===== src/rtl/mandelbrot_sequencer.sv =====
// rtl/mandelbrot_sequencer.sv - frame controller, nibble gather and pixel FIFO for the mandelbrot core
// The pixel FIFO occupancy includes the registered output slot, so FIFO_DEPTH bounds the total held.
module mandelbrot_sequencer #(
  parameter int CTRWIDTH   = 7,
  parameter int FIFO_DEPTH = 4
) (
  input  logic                clk,
  input  logic                rst_n,
  input  logic                start,
  input  logic                abort,
  input  logic [CTRWIDTH-1:0] max_iter,
  output logic                busy,
  output logic                frame_done,
  output logic                overflow,
  output logic [15:0]         pix_count,
  output logic                core_run,
  output logic [CTRWIDTH-1:0] core_max_ctr,
  output logic [1:0]          core_ctr_select,
  input  logic                core_running,
  input  logic [3:0]          core_ctr_out,
  input  logic                core_new_ctr,
  output logic [CTRWIDTH-1:0] pix_data,
  output logic                pix_valid,
  input  logic                pix_ready
);

  localparam int NNIB = (CTRWIDTH + 3) / 4;
  localparam int AW   = (FIFO_DEPTH > 1) ? $clog2(FIFO_DEPTH) : 1;
  localparam int CW   = AW + 1;

  typedef enum logic [2:0] {
    S_IDLE,
    S_LAUNCH,
    S_RUN,
    S_DRAIN,
    S_DONE
  } state_t;

  state_t                r_state;
  logic                  r_busy;
  logic                  r_core_run;
  logic                  r_frame_done;
  logic [CTRWIDTH-1:0]   r_core_max_ctr;

  logic                  r_gathering;
  logic                  r_push_pend;
  logic [1:0]            r_sel;
  logic [CTRWIDTH-1:0]   r_acc;

  logic [CTRWIDTH-1:0]   r_mem [FIFO_DEPTH];
  logic [AW-1:0]         r_wr_ptr;
  logic [AW-1:0]         r_rd_ptr;
  logic [CW-1:0]         r_count;
  logic                  r_pix_valid;
  logic [CTRWIDTH-1:0]   r_pix_data;
  logic                  r_overflow;
  logic [15:0]           r_pix_count;

  logic                  w_active;
  logic                  w_abort;
  logic                  w_start;
  logic                  w_gather_busy;
  logic                  w_gather_idle;
  logic                  w_accept;
  logic                  w_drop_pulse;
  logic                  w_push_req;
  logic [CW-1:0]         w_total;
  logic                  w_full;
  logic                  w_empty;
  logic                  w_push;
  logic                  w_pop;
  logic                  w_load;

  assign w_active      = (r_state == S_LAUNCH) || (r_state == S_RUN);
  assign w_abort       = w_active && abort;
  assign w_start       = (r_state == S_IDLE) && start;
  assign w_gather_busy = r_gathering || r_push_pend;
  assign w_gather_idle = !w_gather_busy && !core_new_ctr;
  assign w_accept      = w_active && !abort && core_new_ctr && !w_gather_busy;
  assign w_drop_pulse  = w_active && !abort && core_new_ctr && w_gather_busy;
  // An abort discards a gathered pixel that has not yet reached the FIFO.
  assign w_push_req    = r_push_pend && !w_abort;
  assign w_total       = r_count + {{AW{1'b0}}, r_pix_valid};
  assign w_full        = (w_total == CW'(FIFO_DEPTH));
  assign w_empty       = (w_total == '0);
  assign w_push        = w_push_req && !w_full;
  assign w_pop         = r_pix_valid && pix_ready;
  assign w_load        = (r_count != '0) && (!r_pix_valid || pix_ready);

  assign busy            = r_busy;
  assign frame_done      = r_frame_done;
  assign core_run        = r_core_run;
  assign core_max_ctr    = r_core_max_ctr;
  assign core_ctr_select = r_sel;
  assign overflow        = r_overflow;
  assign pix_count       = r_pix_count;
  assign pix_valid       = r_pix_valid;
  assign pix_data        = r_pix_data;

  always_ff @(posedge clk or negedge rst_n) begin
    if (!rst_n) begin
      r_state        <= S_IDLE;
      r_busy         <= 1'b0;
      r_core_run     <= 1'b0;
      r_frame_done   <= 1'b0;
      r_core_max_ctr <= '0;
    end else begin
      case (r_state)
        S_IDLE: begin
          if (start) begin
            r_core_max_ctr <= max_iter;
            r_busy         <= 1'b1;
            r_core_run     <= 1'b1;
            r_state        <= S_LAUNCH;
          end
        end
        S_LAUNCH: begin
          if (abort) begin
            r_core_run <= 1'b0;
            r_state    <= S_DRAIN;
          end else if (core_running) begin
            r_state <= S_RUN;
          end
        end
        S_RUN: begin
          if (abort || (!core_running && w_gather_idle)) begin
            r_core_run <= 1'b0;
            r_state    <= S_DRAIN;
          end
        end
        S_DRAIN: begin
          if (w_empty) begin
            r_frame_done <= 1'b1;
            r_state      <= S_DONE;
          end
        end
        S_DONE: begin
          r_frame_done <= 1'b0;
          r_busy       <= 1'b0;
          r_state      <= S_IDLE;
        end
        default: r_state <= S_IDLE;
      endcase
    end
  end

  // Nibble 0 is captured on the pulse itself because the select idles at 0.
  always_ff @(posedge clk or negedge rst_n) begin
    if (!rst_n) begin
      r_gathering <= 1'b0;
      r_push_pend <= 1'b0;
      r_sel       <= 2'd0;
      r_acc       <= '0;
    end else begin
      r_push_pend <= 1'b0;
      if (!w_active || abort) begin
        r_gathering <= 1'b0;
        r_sel       <= 2'd0;
      end else if (w_accept || r_gathering) begin
        for (int b = 0; b < CTRWIDTH; b++) begin
          if (r_sel == 2'(b / 4)) r_acc[b] <= core_ctr_out[b % 4];
        end
        if (r_sel == 2'(NNIB - 1)) begin
          r_gathering <= 1'b0;
          r_sel       <= 2'd0;
          r_push_pend <= 1'b1;
        end else begin
          r_gathering <= 1'b1;
          r_sel       <= r_sel + 2'd1;
        end
      end
    end
  end

  always_ff @(posedge clk) begin
    if (w_push) r_mem[r_wr_ptr] <= r_acc;
  end

  always_ff @(posedge clk or negedge rst_n) begin
    if (!rst_n) begin
      r_wr_ptr    <= '0;
      r_rd_ptr    <= '0;
      r_count     <= '0;
      r_pix_valid <= 1'b0;
      r_pix_data  <= '0;
      r_overflow  <= 1'b0;
      r_pix_count <= '0;
    end else begin
      if (w_push) r_wr_ptr <= r_wr_ptr + 1'b1;
      if (w_load) begin
        r_rd_ptr    <= r_rd_ptr + 1'b1;
        r_pix_data  <= r_mem[r_rd_ptr];
        r_pix_valid <= 1'b1;
      end else if (w_pop) begin
        r_pix_valid <= 1'b0;
      end
      r_count <= r_count + CW'(w_push) - CW'(w_load);

      if (w_start) begin
        r_overflow  <= 1'b0;
        r_pix_count <= '0;
      end else begin
        if (w_drop_pulse || (w_push_req && w_full)) r_overflow <= 1'b1;
        if (w_push && (r_pix_count != 16'hFFFF)) r_pix_count <= r_pix_count + 16'd1;
      end
    end
  end

endmodule


===== config.mk =====
export PLATFORM = sky130hd
export DESIGN_NAME = mandelbrot_sequencer
export DESIGN_NICKNAME = d
export VERILOG_FILES = /design/src/rtl/mandelbrot_sequencer.sv
export SDC_FILE = /design/constraint.sdc
export NUM_CORES = 1
export LEC_CHECK = 0
export ABC_AREA = 1
export CAP_MARGIN = 20
export CORE_MARGIN = 3
export CORE_UTILIZATION = 45
export CTS_BUF_LIST = sky130_fd_sc_hd__clkbuf_4 sky130_fd_sc_hd__clkbuf_8 sky130_fd_sc_hd__clkbuf_16
export DETAILED_ROUTE_END_ITERATION = 10
export DONT_BUFFER_PORTS = 1
export PLACE_DENSITY_LB_ADDON = 0.12
export SYNTH_ARGS = -nofsm -noshare
export SYNTH_HDL_FRONTEND = slang
export SYNTH_SLANG_ARGS = --single-unit

===== constraint.sdc =====
create_clock -name clk -period 2.55 [get_ports clk]
set_input_delay 0.51 -clock clk [delete_from_list [all_inputs] [get_ports clk]]
set_output_delay 0.51 -clock clk [all_outputs]
set_load 0.05 [all_outputs]

* Word-level counts from Yosys, hierarchy flattened *
Memories as Yosys holds them, arrays and structs flattened. A register that Yosys moved wholly into a read port is not among the register bits.
Index checks and enable logic that the tools add are counted.

storage, ports and cells
  memory bits (writable) = 28
  memories = 1
  logic and storage cells = 115
  input bits = 18
  bits in registers = 49
  output and inout bits = 37

memory list
  name   words  width  read ports  clocked after Yosys merged registers in  write ports  RTL line  RTL
  r_mem  4      7      1           1                                        1            50        logic [CTRWIDTH-1:0] r_mem [FIFO_DEPTH];

cells by class
  multiplexer cells = 30
  reductions and logical operators = 48
  equality and inequality tests = 12
  $add $sub $neg = 7
  bitwise logic cells = 1

operators with widths
  kind                                                             count
  16-bit 2-to-1 mux                                                2
  16-bit by 1-bit adder with 16-bit output, second input constant  1
  1-bit 2-to-1 mux                                                 16
  16-bit inequality test, second input constant                    1
  3-bit 2-to-1 mux                                                 5
  1-bit logical AND                                                14
  3-bit one-hot mux with 4 select lines                            1
  2-bit nonzero test                                               6
  1-bit zero test                                                  9
  4-bit AND reduction                                              2
  1-bit logical OR                                                 7
  2-bit by 1-bit adder with 2-bit output, second input constant    3
  3-bit by 1-bit adder with 3-bit output                           2
  3-bit by 2-bit == test with 1-bit output, second input constant  2
  3-bit == test, second input constant                             2
  3-bit zero test                                                  2
  2-bit 2-to-1 mux                                                 3
  2-bit inequality test, second input constant                     3
  2-bit AND reduction                                              3
  3-bit AND reduction                                              2
  3-bit nonzero test                                               2
  1-bit one-hot mux with 2 select lines                            2
  3-bit by 1-bit == test with 1-bit output, second input constant  1
  3-bit inequality test, second input constant                     1
  6 further kinds                                                  6

* Depth between registers and ports, before layout *
Gate-level depths: netlist (run 1).

  word-level depth = 9
  gate-level depth with buffers = 11
  gate-level depth less buffers = 11

* Worst setup path before layout (run 1) *
No wires, ideal clock.

  path type = flip-flop to flip-flop
  start = register r_pix_valid (netlist: pix_valid)
  end = register r_count[2]
  required time = 2.421 ns
  setup time = 0.129 ns
  cell stages (with the launch flop) = 12
  buffers on the path = 0
  path slack = -0.164 ns
  arrival time = 2.585 ns
  period minus slack after synthesis = 2.714 ns
  path through = dfrtp_1 > ha_1 > ha_1 > xor2_1 > nand2_1 > nand3_4 > ha_1 > inv_1 > ha_1 > fa_1 > xnor2_1 > xor2_1

on the way
  longest elaborated chain between the ends = 6
  elaborated cells between the ends (all ways) = 9
  those cells by class = add/sub (3); eq/ne (1); reduce/logical (5)

ends and longest elaborated chain
  what                                           RTL line  RTL
  start: declaration                             54        logic r_pix_valid;
  start signal: assignment                       184       r_pix_valid <= 1'b0;
  start signal: assignment                       193       r_pix_valid <= 1'b1;
  start signal: assignment                       195       r_pix_valid <= 1'b0;
  3-bit by 1-bit adder with 3-bit output         83        assign w_total = r_count + {{AW{1'b0}}, r_pix_valid};
  3-bit == test                                  84        assign w_full = (w_total == CW'(FIFO_DEPTH));
  1-bit zero test                                86        assign w_push = w_push_req && !w_full;
  1-bit logical AND                              86
  3-bit by 1-bit adder with 3-bit output         197       r_count <= r_count + CW'(w_push) - CW'(w_load);
  3-bit by 1-bit subtractor with 3-bit output *  197
  end signal: assignment                         197
  end: declaration                               53        logic [CW-1:0] r_count;

Every way passes the cells marked *; elsewhere a longest branch is shown, timed or not.
A chain may end at the register's enable or synchronous reset.

* Worst setup path in the final report (run 1) *
  start = register r_count[0]
  end = register r_count[2]

on the way
  longest elaborated chain between the ends = 6
  elaborated cells between the ends (all ways) = 8
  those cells by class = add/sub (3); eq/ne (1); reduce/logical (4)

ends and longest elaborated chain
  what                                           RTL line
  3-bit by 1-bit adder with 3-bit output         83
  3-bit == test                                  84
  1-bit zero test                                86
  1-bit logical AND                              86
  3-bit by 1-bit adder with 3-bit output         197
  3-bit by 1-bit subtractor with 3-bit output *  197

Marked as above.

==> results.yml, run 1 <==
clock_tree:
  cts_tree: "done"
  cts-root-buf: "clkbuf_8"
  h-tree-depth: 3
  cts.path.max_buffers: 2
  clk_latency_ns: 0.35
  path_clk_slew_ns: 0.09
  clock_sinks: 84
  cts_buffers: 9
worst_setup_path:
  start_kind: "flip-flop"
  crit_start: "r_count[0]$_DFF_PN0_"
  reg2reg_from: "r_count[0]$_DFF_PN0_"
  crit_buf_inv: 1
  critPathMaxFanout: 3
  r2r_end: "r_count[2]$_DFF_PN0_"
  reg2regPathDepth: 11
  cp_top_family: "adder cells"
  cpMaxStageDelayCell: "dfrtp_2"
  rrSetupSlack_ns: 0.18
  cpPeakStageDelay_ns: 0.44
  cp.arrival_ns: 2.60
  required_ns: 2.79
  cp-end-kind: "flip-flop"
  cp_cell_sequence: "ha_4, ha_1, xor2_1, nand2_2, nand3_4, ha_4, inv_1, ha_1, fa_2, xnor2_1, xor2_1"
  worst-path-stages: 11
  worstSetupPathType: "flip-flop to flip-flop"
logic_synthesis:
  async_reset_ff_frac: 0.667
  synth_compound_area_frac: 0.0409
  avgSynthCellArea_sq_um: 9.43
  synth-main-ff-cell: "dfrtp_1"
  ys_top_cells_by_count: "nand2_1, nor2_1, dfrtp_1"
  syn_nets: 446
  synth_edf_count: 28
  yosysTopAreaCell: "dfrtp_1"
  yosysMostFrequentCell: "nand2_1"
  synthMuxAreaShare: 0.0200
  synth_fa_ha_area_frac: 0.0336
  ys_seq_elements: 84
  yosysTopAreaCellShare: 0.355
  yosysSeqAreaShare: 0.569
  synth.distinct_cells: 29
  synthXorXnorAreaFrac: 0.0289
  postSynthCellCount: 418
  synth_top_family_by_area: "simple AND/OR/NAND/NOR gates"
  synth_simple_gate_area_share: 0.252
  yosysWarningCount: 0
  synthTopCellsByArea: "dfrtp_1, edfxtp_1, nand2_1"
  netlist_area_sq_mm: 0.00394
routing:
  drcViolationCount: 0
  via_per_inst: 5.04
  ant_nets: 0
  drt_iter0_drc: 91
  drt_wl_total_mm: 7.64
  first_pass_iters: 4
  routedWlPerCell_microns: 13.9
  num_vias: 2779
finish:
  fin_cells: 551
  nets: 469
  antenna_cells: 0
  drive_gt1_frac: 0.135
  final.fill_count: 781
  area_growth_syn_to_layout_pct: 12.8
hold_path:
  hold_start: "core_ctr_out[2]"
  hold_end: "r_acc[2]$_DFFE_PN0P_"
  min_path_cells: 2
  hp-class: "input pin to flip-flop"
outcome:
  outcome: "finished, final reports clean"
power:
  powerDensity_mw_per_mm2: 1030
  pwr-share-seq: 0.539
  swShare: 0.427
  ir_drop_mv: 0.796
  power_switching_mw: 1.96
  intPower_mw: 2.62
  clkPwrFrac: 0.207
  combPwrFrac: 0.254
  leakagePower_nw: 2.03
sta:
  period_minus_slack_ns: 2.37
  worst_slack_ns: 0.183
  fin_tns_setup_ns: 0
  fin_crit_sh: 0.928
  worst_slew_pin_slew_ns: 0.562
  slew_violations: 0
  setup_viol: 0
  finalHoldViolCount: 0
  rsz0062_at_grt: "no"
  finClkSkew_ns: 0.00987
  slew_headroom: 0.626
  fmax_mhz: 422
global_route:
  antenna_found_initial: 0
  grt_pass1_vias: 2757
  grt.overflow.total: 0
  grtUsageTotal: 0.166
  grt_pass1_wl_mm: 13.1
  grt_max_degree: 57
floorplan:
  fp.coreArea_sq_mm: 0.00838
  start_util: 0.470
  row_count: 33
  die-area_sq_mm: 0.00992
  dieHeight_microns: 99.6
  die_x_microns: 99.6
  io-pin-count: 55
placed_design:
  post-dp-hpwl_mm: 5.43
  portBuffers: 0
  placed_cells: 533
  pre_cts_ws_ns: 0.113
  globalplace.congestion: 0.797
flow_run:
  maxCapViolCount: 0
## repair_timing
action	in CTS	in global routing
resized for setup	0	2
endpoints found under the setup margin	0	1
setup buffers	0	0
endpoints found under the hold margin	56	2
hold buffers	1	1
## layout make-up
cell class                      instances  area, sq um  share of cell area
Clock inverter                          7         73.8              0.0166
Timing Repair Buffer                   25          210              0.0473
Multi-Input combinational cell        281         1510               0.340
Inverter                               40          150              0.0338
Sequential cell                        84         2240               0.505
Tap cell                              105          131              0.0296
Clock buffer                            9          124              0.0279
## kinds of logic after synthesis
| logic type | after synthesis |
|---|---|
| adders and majority gates | 10 |
| and+or+nand+nor | 221 |
| DFF | 84 |
| buffers and inverters | 53 |
| xor gates and xnor gates | 13 |
| AOI/OAI and AO/OA | 30 |
| muxes | 7 |
## worst max path at each step
stage,end,slack [ns]
CTS,r_count[2]$_DFF_PN0_,0.11
floorplan,r_count[2]$_DFF_PN0_,0.02
detailed placement,r_count[2]$_DFF_PN0_,0.11
finish,r_count[2]$_DFF_PN0_,0.18
global placement,r_count[2]$_DFF_PN0_,0.20
global route,r_count[2]$_DFF_PN0_,0.01
## power groups by stage
stage          Clock [mW]  Combinational (mW)  Sequential [mW]
2_1_floorplan           0               0.937             2.40
3_3_place_gp            0                1.09             2.49
3_5_place_dp            0                1.15             2.50
4_1_cts             0.980                1.18             2.47
5_1_grt              1.04                1.36             2.52
6_report            0.950                1.16             2.47
## layout by cell type, fill, tap and decap left out, drive strengths merged
cell,synthesis,layout
a31oi,7,7
clkinv,0,3
edfxtp,28,28
mux2,7,7
clkbuf,4,9
nand3,39,39
o21bai,1,1
clkinvlp,0,1
xnor2,1,1
nor3,3,3
a21oi,3,3
xor2,12,12
bufinv,0,1
nand4,15,15
nand3b,10,10
buf,9,24
nand2,82,82
ha,9,9
nor2,72,72
o21ai,19,19
fa,1,1
dlygate4sd3,0,1
dfrtp,56,56
inv,40,42
## metrics by stage
| step | util | power [mW] | cell area [sq um] | hold WS, ns |
|---|---|---|---|---|
| 4_1_cts | 0.529 | 4.63 | 4430 | 0.0160 |
| 2_1_floorplan | - | 3.34 | 3970 | 0.214 |
| 3_5_place_dp | 0.502 | 3.65 | 4210 | 0.216 |
| 3_3_place_gp | 0.502 | 3.58 | 4210 | 0.217 |
| 5_1_grt | 0.530 | 4.92 | 4450 | 0.276 |
| 6_report | 0.530 | 4.58 | 4450 | 0.302 |
## per-layer routing
metal  part of all wire  track usage  vias up
met1               0.45        0.196     1304
li1                   -            -     1421
met4             0.0097       0.0441        0
met5                  0            0        -
met3              0.043       0.0568        7
met2               0.50        0.290       47
## sequential cells by signal (all words and copies together) (netlist names), 2 cells and up
| register | count |
|---|---|
| r_mem | 28 |
| pix_count | 16 |
| core_max_ctr | 7 |
| pix_data | 7 |
| r_acc | 7 |
| r_count | 3 |
| r_state | 3 |
| core_ctr_select | 2 |
| r_rd_ptr | 2 |
| r_wr_ptr | 2 |
(Power assumes the default switching activity.)
==> run 2, diff against run 1 <==
CAP_MARGIN = 0   (was 20)
CTS_CLUSTER_SIZE = 20   (was unset)
==> results of run 2 <==
Same layout as run 1: the final DEF is identical, and so are final timing and power.
==> run 3, diff against run 2 <==
ABC_CLOCK_PERIOD_IN_PS = 2550   (was unset)
==> results of run 3 <==
Same layout as run 1: the final DEF is identical, and so are final timing and power.
